==> src/rtl/pin_echo_pkg.sv <==
// ---------------------------------------------------------------------------
// pin_echo_pkg
//   Shared types for the pin-echo loopback stage.
//   - echo_mode_e  : transform applied to the sampled pins
//   - echo_state_e : FLUSH while the delay line refills after a config change,
//                    RUN once the output reflects the current config
//   - clamp_u      : saturating helper used to clamp the requested delay
// ---------------------------------------------------------------------------
package pin_echo_pkg;

  localparam int MODE_W = 2;

  typedef enum logic [MODE_W-1:0] {
    PASS   = 2'd0,
    INVERT = 2'd1,
    HOLD   = 2'd2,
    COUNT  = 2'd3
  } echo_mode_e;

  typedef enum logic {
    FLUSH = 1'b0,
    RUN   = 1'b1
  } echo_state_e;

  function automatic int unsigned clamp_u(input int unsigned v, input int unsigned hi);
    return (v > hi) ? hi : v;
  endfunction

endpackage

==> src/rtl/echo_delay_line.sv <==
// ---------------------------------------------------------------------------
// echo_delay_line
//   DEPTH-stage shift register with a selectable tap. i_sel = 0 returns the
//   input itself (no extra delay); i_sel = k returns the value that entered
//   k clocks ago. The caller keeps i_sel within 0..DEPTH.
// Ports
//   clk     in  1      rising-edge clock
//   rst_n   in  1      asynchronous active-low clear of all stages
//   i_data  in  W      value shifted in every edge
//   i_sel   in  DLY_W  tap select
//   o_tap   out W      selected tap (combinational)
// ---------------------------------------------------------------------------
module echo_delay_line #(
  parameter int W     = 6,
  parameter int DEPTH = 4,
  parameter int DLY_W = $clog2(DEPTH + 1)
) (
  input  logic             clk,
  input  logic             rst_n,
  input  logic [W-1:0]     i_data,
  input  logic [DLY_W-1:0] i_sel,
  output logic [W-1:0]     o_tap
);

  logic [W-1:0] r_stage [DEPTH];

  always_ff @(posedge clk or negedge rst_n) begin
    if (!rst_n) begin
      for (int i = 0; i < DEPTH; i++) r_stage[i] <= '0;
    end else begin
      r_stage[0] <= i_data;
      for (int i = 1; i < DEPTH; i++) r_stage[i] <= r_stage[i-1];
    end
  end

  always_comb begin
    o_tap = i_data;
    for (int i = 1; i <= DEPTH; i++) begin
      if (i_sel == DLY_W'(i)) o_tap = r_stage[i-1];
    end
  end

endmodule

==> src/rtl/pin_echo_pipe.sv <==
// ---------------------------------------------------------------------------
// pin_echo_pipe
//   Pin-echo stage for the FPGA loopback harness. Samples the digital input
//   bus, applies a mode transform, delays it by d extra clocks and drives the
//   registered analog output. A sample taken at edge N is visible after edge
//   N+d (d = 0 is a plain one-register echo).
//   Config (mode, delay) is taken by a valid/ready handshake; every accepted
//   config, even an identical one, starts a flush of d+1 edges during which
//   analog_valid is low while the delay line refills.
// Optional feature
//   PIN_ECHO_PARITY_EN : adds analog_par, even parity of analog, registered
//                        and frozen together with analog.
// Ports
//   clk          in   1      rising-edge clock
//   rst_n        in   1      asynchronous active-low reset
//   digital      in   IN_W   sampled input pins (low OUT_W bits echoed)
//   cfg_valid    in   1      new config offered
//   cfg_ready    out  1      config accepted on cfg_valid & cfg_ready
//   cfg_mode     in   2      PASS / INVERT / HOLD / COUNT
//   cfg_delay    in   DLY_W  extra delay, clamped to DEPTH
//   analog       out  OUT_W  registered output pins
//   analog_valid out  1      analog reflects the current config
//   analog_par   out  1      (PIN_ECHO_PARITY_EN only) even parity of analog
// ---------------------------------------------------------------------------
module pin_echo_pipe
  import pin_echo_pkg::*;
#(
  parameter  int IN_W  = 12,
  parameter  int OUT_W = 6,
  parameter  int DEPTH = 4,
  localparam int DLY_W = $clog2(DEPTH + 1)
) (
  input  logic              clk,
  input  logic              rst_n,
  input  logic [IN_W-1:0]   digital,
  input  logic              cfg_valid,
  output logic              cfg_ready,
  input  logic [MODE_W-1:0] cfg_mode,
  input  logic [DLY_W-1:0]  cfg_delay,
  output logic [OUT_W-1:0]  analog,
  output logic              analog_valid
`ifdef PIN_ECHO_PARITY_EN
  ,
  output logic              analog_par
`endif
);

  echo_state_e      r_state;
  echo_mode_e       r_mode;
  logic [DLY_W-1:0] r_d;
  logic [DLY_W-1:0] r_flush;
  logic             r_cfg_ready;
  logic             r_valid;
  logic [OUT_W-1:0] r_cnt;
  logic             r_prev_bit;
  logic [OUT_W-1:0] r_analog;

  logic [OUT_W-1:0] w_din;
  logic [OUT_W-1:0] w_x;
  logic [OUT_W-1:0] w_tap;
  logic [DLY_W-1:0] w_d_new;
  echo_mode_e       w_mode_new;
  logic             w_hs;
  logic             w_unused_hi;

  // Low OUT_W pins are echoed; zero-extend when the output is wider.
  if (OUT_W <= IN_W) begin : gen_trunc
    assign w_din = digital[OUT_W-1:0];
  end else begin : gen_zext
    assign w_din = {{(OUT_W-IN_W){1'b0}}, digital};
  end

  // Upper input pins are not echoed.
  assign w_unused_hi = ^digital;

  assign w_hs       = cfg_valid & r_cfg_ready;
  assign w_mode_new = echo_mode_e'(cfg_mode);
  assign w_d_new    = DLY_W'(clamp_u(32'(cfg_delay), 32'(DEPTH)));

  // Delay-line input. HOLD feeds plain PASS data so the line is already
  // primed with live samples when leaving HOLD.
  always_comb begin
    w_x = w_din;
    case (r_mode)
      INVERT:  w_x = ~w_din;
      COUNT:   w_x = r_cnt;
      default: w_x = w_din;
    endcase
  end

  echo_delay_line #(
    .W     (OUT_W),
    .DEPTH (DEPTH),
    .DLY_W (DLY_W)
  ) u_dly (
    .clk    (clk),
    .rst_n  (rst_n),
    .i_data (w_x),
    .i_sel  (r_d),
    .o_tap  (w_tap)
  );

  // Control FSM: FLUSH counts down the refill time, RUN accepts config.
  // cfg_ready/analog_valid are registered alongside the state.
  always_ff @(posedge clk or negedge rst_n) begin
    if (!rst_n) begin
      r_state     <= FLUSH;
      r_flush     <= '0;
      r_mode      <= PASS;
      r_d         <= '0;
      r_cfg_ready <= 1'b0;
      r_valid     <= 1'b0;
    end else begin
      case (r_state)
        FLUSH: begin
          if (r_flush == '0) begin
            r_state     <= RUN;
            r_cfg_ready <= 1'b1;
            r_valid     <= 1'b1;
          end else begin
            r_flush <= r_flush - DLY_W'(1);
          end
        end
        RUN: begin
          if (w_hs) begin
            r_mode      <= w_mode_new;
            r_d         <= w_d_new;
            r_flush     <= w_d_new;
            r_state     <= FLUSH;
            r_cfg_ready <= 1'b0;
            r_valid     <= 1'b0;
          end
        end
        default: begin
          r_state     <= FLUSH;
          r_cfg_ready <= 1'b0;
          r_valid     <= 1'b0;
        end
      endcase
    end
  end

  // Edge counter on digital[0]. Entering COUNT restarts it from zero with a
  // zero prior bit, so the first high sample counts as an edge.
  always_ff @(posedge clk or negedge rst_n) begin
    if (!rst_n) begin
      r_cnt      <= '0;
      r_prev_bit <= 1'b0;
    end else if (w_hs && (w_mode_new == COUNT)) begin
      r_cnt      <= '0;
      r_prev_bit <= 1'b0;
    end else begin
      r_prev_bit <= digital[0];
      if ((r_mode == COUNT) && (digital[0] != r_prev_bit)) r_cnt <= r_cnt + OUT_W'(1);
    end
  end

  // Output register, frozen while in HOLD.
  always_ff @(posedge clk or negedge rst_n) begin
    if (!rst_n) begin
      r_analog <= '0;
    end else if (r_mode != HOLD) begin
      r_analog <= w_tap;
    end
  end

`ifdef PIN_ECHO_PARITY_EN
  logic r_par;

  always_ff @(posedge clk or negedge rst_n) begin
    if (!rst_n) begin
      r_par <= 1'b0;
    end else if (r_mode != HOLD) begin
      r_par <= ^w_tap;
    end
  end

  assign analog_par = r_par;
`endif

  assign analog       = r_analog;
  assign analog_valid = r_valid;
  assign cfg_ready    = r_cfg_ready;

endmodule
==> config.mk <==
export PLATFORM = sky130hd
export DESIGN_NAME = pin_echo_pipe
export DESIGN_NICKNAME = d
export VERILOG_FILES = /design/src/rtl/pin_echo_pkg.sv /design/src/rtl/echo_delay_line.sv /design/src/rtl/pin_echo_pipe.sv
export SDC_FILE = /design/constraint.sdc
export NUM_CORES = 1
export LEC_CHECK = 0
export ABC_CLOCK_PERIOD_IN_PS = 1700
export BUFFER_PORTS_ARGS = -buffer_cell sky130_fd_sc_hd__buf_2
export CORE_MARGIN = 1
export CORE_UTILIZATION = 45
export CTS_CLUSTER_SIZE = 12
export DETAILED_ROUTE_END_ITERATION = 12
export GPL_ROUTABILITY_DRIVEN = 0
export HOLD_SLACK_MARGIN = 0.03
export PLACE_DENSITY = 0.66
export SLEW_MARGIN = 20
export SYNTH_ARGS = -nofsm -noshare
export SYNTH_HDL_FRONTEND = slang
export SYNTH_HIERARCHICAL = 1
export SYNTH_SLANG_ARGS = --single-unit
==> constraint.sdc <==
create_clock -name clk -period 1.7 [get_ports clk]
set_input_delay 0.34 -clock clk [delete_from_list [all_inputs] [get_ports clk]]
set_output_delay 0.34 -clock clk [all_outputs]
set_load 0.05 [all_outputs]
==> After elaboration in Yosys (flattened, before gate mapping) <==
Index checks and enable logic that the tools add are counted.
{ "word_totals": {"ff_bits": 47, "input_bits": 20, "output_inout_bits": 8, "wordCells": 55} }
{ "op_classes": {"addsub": 2, "order_cmp": 1, "n_eq_ne": 12, "mux": 18, "bitwise": 3, "reduce_logical": 7} }
{ "ops": {"columns": ["cell", "count"], "rows": [
  ["$mux 6", 6],
  ["$pmux 6 s2", 1],
  ["$mux 3", 3],
  ["$add 6x1->6 const B", 1],
  ["$eq 3x2->1 const B", 2],
  ["$ne 2x2->1 const B", 3],
  ["$not 6->6", 1],
  ["$pmux 3 s2", 1],
  ["$reduce_and 2->1", 3],
  ["$mux 1", 5],
  ["$eq 2x2->1 const B", 2],
  ["$pmux 1 s2", 2],
  ["$eq 3x1->1 const B", 1],
  ["$eq 3x3->1 const B", 1],
  ["$gt 3x3->1 const B", 1],
  ["$logic_not 3->1", 1],
  ["$sub 3x1->3 const B", 1],
  ["$eq 2x1->1 const B", 1],
  ["$logic_and 1x1->1", 2],
  ["$ne 2x1->1 const B", 1],
  ["$reduce_bool 2->1", 1],
  ["$and 1x1->1", 1],
  ["$ne 1x1->1", 1],
  ["$not 1->1", 1]
]} }

==> Logic depth before layout (Yosys ltp) <==
{ "depth": {"ltp_word": 6, "mapped_depth": 6, "ltp_nobuf": 6} }

==> By module <==
Netlist, hierarchy kept.
{ "by_module_without_submodules": {"columns": ["mod", "n_inst", "cells_each", "area_per_inst_um2", "seq_area_each_um2"], "rows": [
  ["pin_echo_pipe", 1, 118, 1227.4, 575.6],
  ["echo_delay_line", 1, 60, 944.7, 600.6]
]} }

==> Least setup slack after synthesis <==
OpenSTA, ideal clock, no wires.
{ "synth_timing": {"kind": "reg-to-reg", "from": "reg analog_valid (netlist name)", "to": "reg r_flush[0]", "setup_time_ps": 125, "t_arrival_ps": 1529, "required_ps": 1575, "slack_ps": 46, "stages_incl_launch_ff": 4, "n_path_buf": 0, "synth_period_minus_slack_ps": 1654, "path_cell_list": "dfrtp_1 > nand3_1 > a32o_1 > mux2_2"} }
{ "synth_lines": {"columns": ["item", "line", "source"], "rows": [
  ["end signal: assignment", "pin_echo_pipe.sv:121", "r_flush <= r_flush - DLY_W'(1);"],
  ["end signal: assignment", "pin_echo_pipe.sv:128", "r_flush <= w_d_new;"],
  ["end: declaration", "pin_echo_pipe.sv:51", "logic [DLY_W-1:0] r_flush;"]
]} }

==> Worst setup path in the final report <==
{ "layout_timing": {"from": "reg r_mode[1]", "to": "reg r_analog[3] (netlist: analog[3])"} }
{ "layout_via": {"elab_chain_cells": 6, "word_cells_on_any_way": 8, "classes_between": "3 x eq/ne; 5 x mux"} }
{ "layout_rtl": {"columns": ["item", "line", "source"], "rows": [
  ["start: declaration", "pin_echo_pipe.sv:49", "echo_mode_e r_mode;"],
  ["start signal: assignment", "pin_echo_pipe.sv:126", "r_mode <= w_mode_new;"],
  ["$eq 2x2->1 / $eq 2x1->1 (equally long branches)", "pin_echo_pipe.sv:84", "case (r_mode)"],
  ["$pmux 6 s2 *", "pin_echo_pipe.sv:84", null],
  ["net w_x[3]", "pin_echo_pipe.sv:59", "logic [OUT_W-1:0] w_x;"],
  ["$mux 6 * (4 in a row)", "echo_delay_line.sv:39", "if (i_sel == DLY_W'(i)) o_tap = r_stage[i-1];"],
  ["net w_tap[3]", "pin_echo_pipe.sv:60", "logic [OUT_W-1:0] w_tap;"],
  ["end signal: assignment", "pin_echo_pipe.sv:163", "r_analog <= w_tap;"],
  ["end: declaration", "pin_echo_pipe.sv:56", "logic [OUT_W-1:0] r_analog;"]
]} }
Mark *: on every way through the listed nets, which the timed path passes. The rest lies on a longest branch.
A chain may end at the register's enable or synchronous reset.

==> metrics.yaml <==
flow_run:
  cap_viol_max_count: 0
placement:
  numPortBuffers: 21
  pre_cts_ws_ps: -11.3
  dp_cells: 250
  dp.final_hpwl_mm: 2.88
critical_path:
  cp-start-kind: "register"
  required_ps: 1950
  crit_chain: "mux2i_1 > mux2i_2 > mux2i_1 > a221oi_1 > mux2_2"
  worstPathMaxFanout: 10
  cp-startpoint: "r_mode[1]"
  end_kind: "register"
  path_class: "reg -> reg"
  cp_common_cell: "mux2i_1"
  reg2reg_setup_slack_ps: 90
  slowest_delay_ps: 500
  cp_slowest_cell: "dfrtp_2"
  crit_arrival_ps: 1860
  rr_startpoint: "r_mode[1]"
clocking:
  cts_sinks: 47
  clockBufferDepth: 2
  cts_htree_levels: 2
  root_buffer: "clkbuf_8"
  clk_pin_slew_worst_paths_ps: 90
  tritoncts.num_buffers: 5
  cts_tree: "done"
  clock_latency_ps: 300
floorplan:
  die-height_um: 71.5
  io_pins: 28
  dieArea_sq_um: 5110
  start_util_pct: 48.2
  die_w_um: 71.5
  coreArea_sq_um: 4500
  row_count: 24
global_routing:
  grt-ovfl-total: 0
  grt_pass1_vias: 1452
  grt_pass1_wl_mm: 6.86
  grt_start_max_net_pins: 48
  grt_usage_pct: 17.8
  antenna_found_initial: 0
cells_and_area:
  n_antenna_cell: 0
  drive_gt1_share_pct: 29.5
  final_cells: 259
  layout_common_cells: "dfrtp_1, mux2i_1, buf_2"
  syn2layout_area_growth_pct: 13.2
  fillers: 386
  final_common_cell: "dfrtp_1"
  nets: 229
drt:
  wirelength_mm: 4.11
  firstDrtPassIters: 4
  drc_errors: 0
  ant_nets: 0
  first_iter_violations: 93
  routedWlPerCell_um: 15.9
  vias_per_cell: 5.59
  vias: 1448
synthesis:
  synth.distinct_cells: 35
  async_flop_share_pct: 100
  synth-main-ff-cell: "dfrtp_1"
  syn_area_sq_um: 2170
  ys_warn_count: 6
  syn_nets: 201
  synth_edf_count: 0
  synth.ff_latch_count: 47
  yosysSeqAreaShare_pct: 54.1
  syn_area_per_cell_sq_um: 12.2
  netlist_instances: 178
sta:
  max_freq_ghz: 0.621
  setup_viol: 0
  fin_crit_sh_pct: 94.8
  worstMarginPinSlew_ps: 488
  clock_skew_ps: 7.56
  finalWorstSetupSlack_ps: 88.6
  slew_viol_final: 0
  final.min_clock_period_ps: 1610
  relSlewSlack_pct: 67.3
  final_hold_viol_count: 0
power_and_ir_drop:
  p_clk_share_pct: 13.9
  pwr-share-seq_pct: 42.1
  p_leak_uw: 0.00113
  p_sw_share_pct: 39.5
  ir_drop_mv: 0.699
  p_sw_uw: 1870
  internal-power_uw: 2870
  powerDensity_nw_per_um2: 1920
  p_comb_share_pct: 44.1
status:
  status: "finished, final reports clean"
min_path:
  hold_class: "in -> reg"
  min-delay-start: "cfg_valid"
state kept, by name, indices dropped and copies added, names as in the netlist:
name,cells
u_dly/r_stage,24
analog,6
r_d,3
analog_valid,1
r_cnt,6
r_prev_bit,1
r_state,1
r_mode,2
r_flush,3
Yosys cell counts (2+ instances only):
| cell type | number | area share [%] |
|---|---|---|
| a211oi_1 | 7 | 2.4 |
| a21oi_1 | 8 | 1.8 |
| a221oi_1 | 6 | 2.4 |
| and2b_4 | 6 | 2.8 |
| buf_2 | 2 | 0.46 |
| buf_4 | 2 | 0.69 |
| dfrtp_1 | 47 | 54 |
| ha_1 | 3 | 1.7 |
| inv_1 | 12 | 2.1 |
| mux2_2 | 13 | 6.7 |
| mux2i_1 | 23 | 11 |
| nand2_1 | 10 | 1.7 |
| nand2b_1 | 2 | 0.58 |
| nand3_1 | 5 | 1.2 |
| nand4_1 | 3 | 0.86 |
| nor2_1 | 4 | 0.69 |
| o21ai_0 | 5 | 1.2 |
| o31ai_1 | 2 | 0.69 |
| or4_1 | 2 | 0.69 |
per-layer routing:
metal / global-route usage, % / wire length (um) / up-vias
met5: 0 / 0 / -
met2: 28.7 / 2010 / 39
met1: 22.7 / 1880 / 709
met3: 5.20 / 166 / 5
met4: 7.19 / 59 / 0
li1: - / - / 695
worst max-delay path: cells and delay by family (launching register included):
kind / cells / cell delay (ps)
flip-flops: 1 / 500
multiplexers: 4 / 750
AO/OA/AOI/OAI: 1 / 310
layout make-up:
class | instances | area (sq um) | area share, %
clock buffers | 5 | 68.8 | 2.80
clock inverters | 3 | 20.0 | 0.814
inverters | 12 | 45.0 | 1.83
multi-input cells | 111 | 890 | 36.2
flip-flops and latches | 47 | 1180 | 47.9
well taps | 52 | 65.1 | 2.64
repair buffers | 29 | 193 | 7.83
metrics by stage:
step           hold slack, ps  instance area, sq um  util (%)  power (uW)  TNS [ps]
6_report                  271                  2460      54.6        4730         0
5_1_grt                   254                  2460      54.6        5050     -12.7
2_1_floorplan            44.4                  2170         -        3580         0
3_3_place_gp              336                  2350      52.3        3970         0
3_5_place_dp              337                  2350      52.3        4090     -11.3
4_1_cts                   258                  2450      54.5        4770         0
kinds of logic (layout without fill, tap and decap cells):
group                      count (synthesis)  after routing  share of synthesized area, %
buffers and inverters                     20             49                          5.07
adders and majority gates                  3              3                          1.73
AOI/OAI and AO/OA                         32             32                          9.97
and+or+nand+nor                           38             38                          10.9
xor gates and xnor gates                   2              2                         0.807
DFF                                       47             47                          54.1
muxes                                     36             36                          17.3
path summary, 6_finish.rpt:
check	depth (start not counted)	endpoint
worst max-delay path	5	analog[3]
worst min-delay path	2	analog_valid
worst max register to register	5	analog[3]
worst min register to register	0	u_dly/r_stage[8]
max in group asynchronous	3	r_mode[1]
min in group asynchronous	3	u_dly/r_stage[3]
power by group through the flow:
stage	Clock [uW]	Sequential [uW]	Combinational (uW)
after floorplan	0	2120	1460
after global placement	0	1960	2010
after detailed placement	0	2000	2090
after CTS	684	1990	2090
after global routing	744	2050	2250
final	656	1990	2090
what timing repair did:
| item | in CTS | in global routing |
|---|---|---|
| endpoints found under the hold margin | 47 | 0 |
| hold buffers | 1 | 0 |
| setup buffers | 0 | 0 |
| endpoints found under the setup margin | 2 | 1 |
| gates cloned | 0 | 0 |
| gates resized for setup | 1 | 2 |
(Power assumes the default switching activity.)
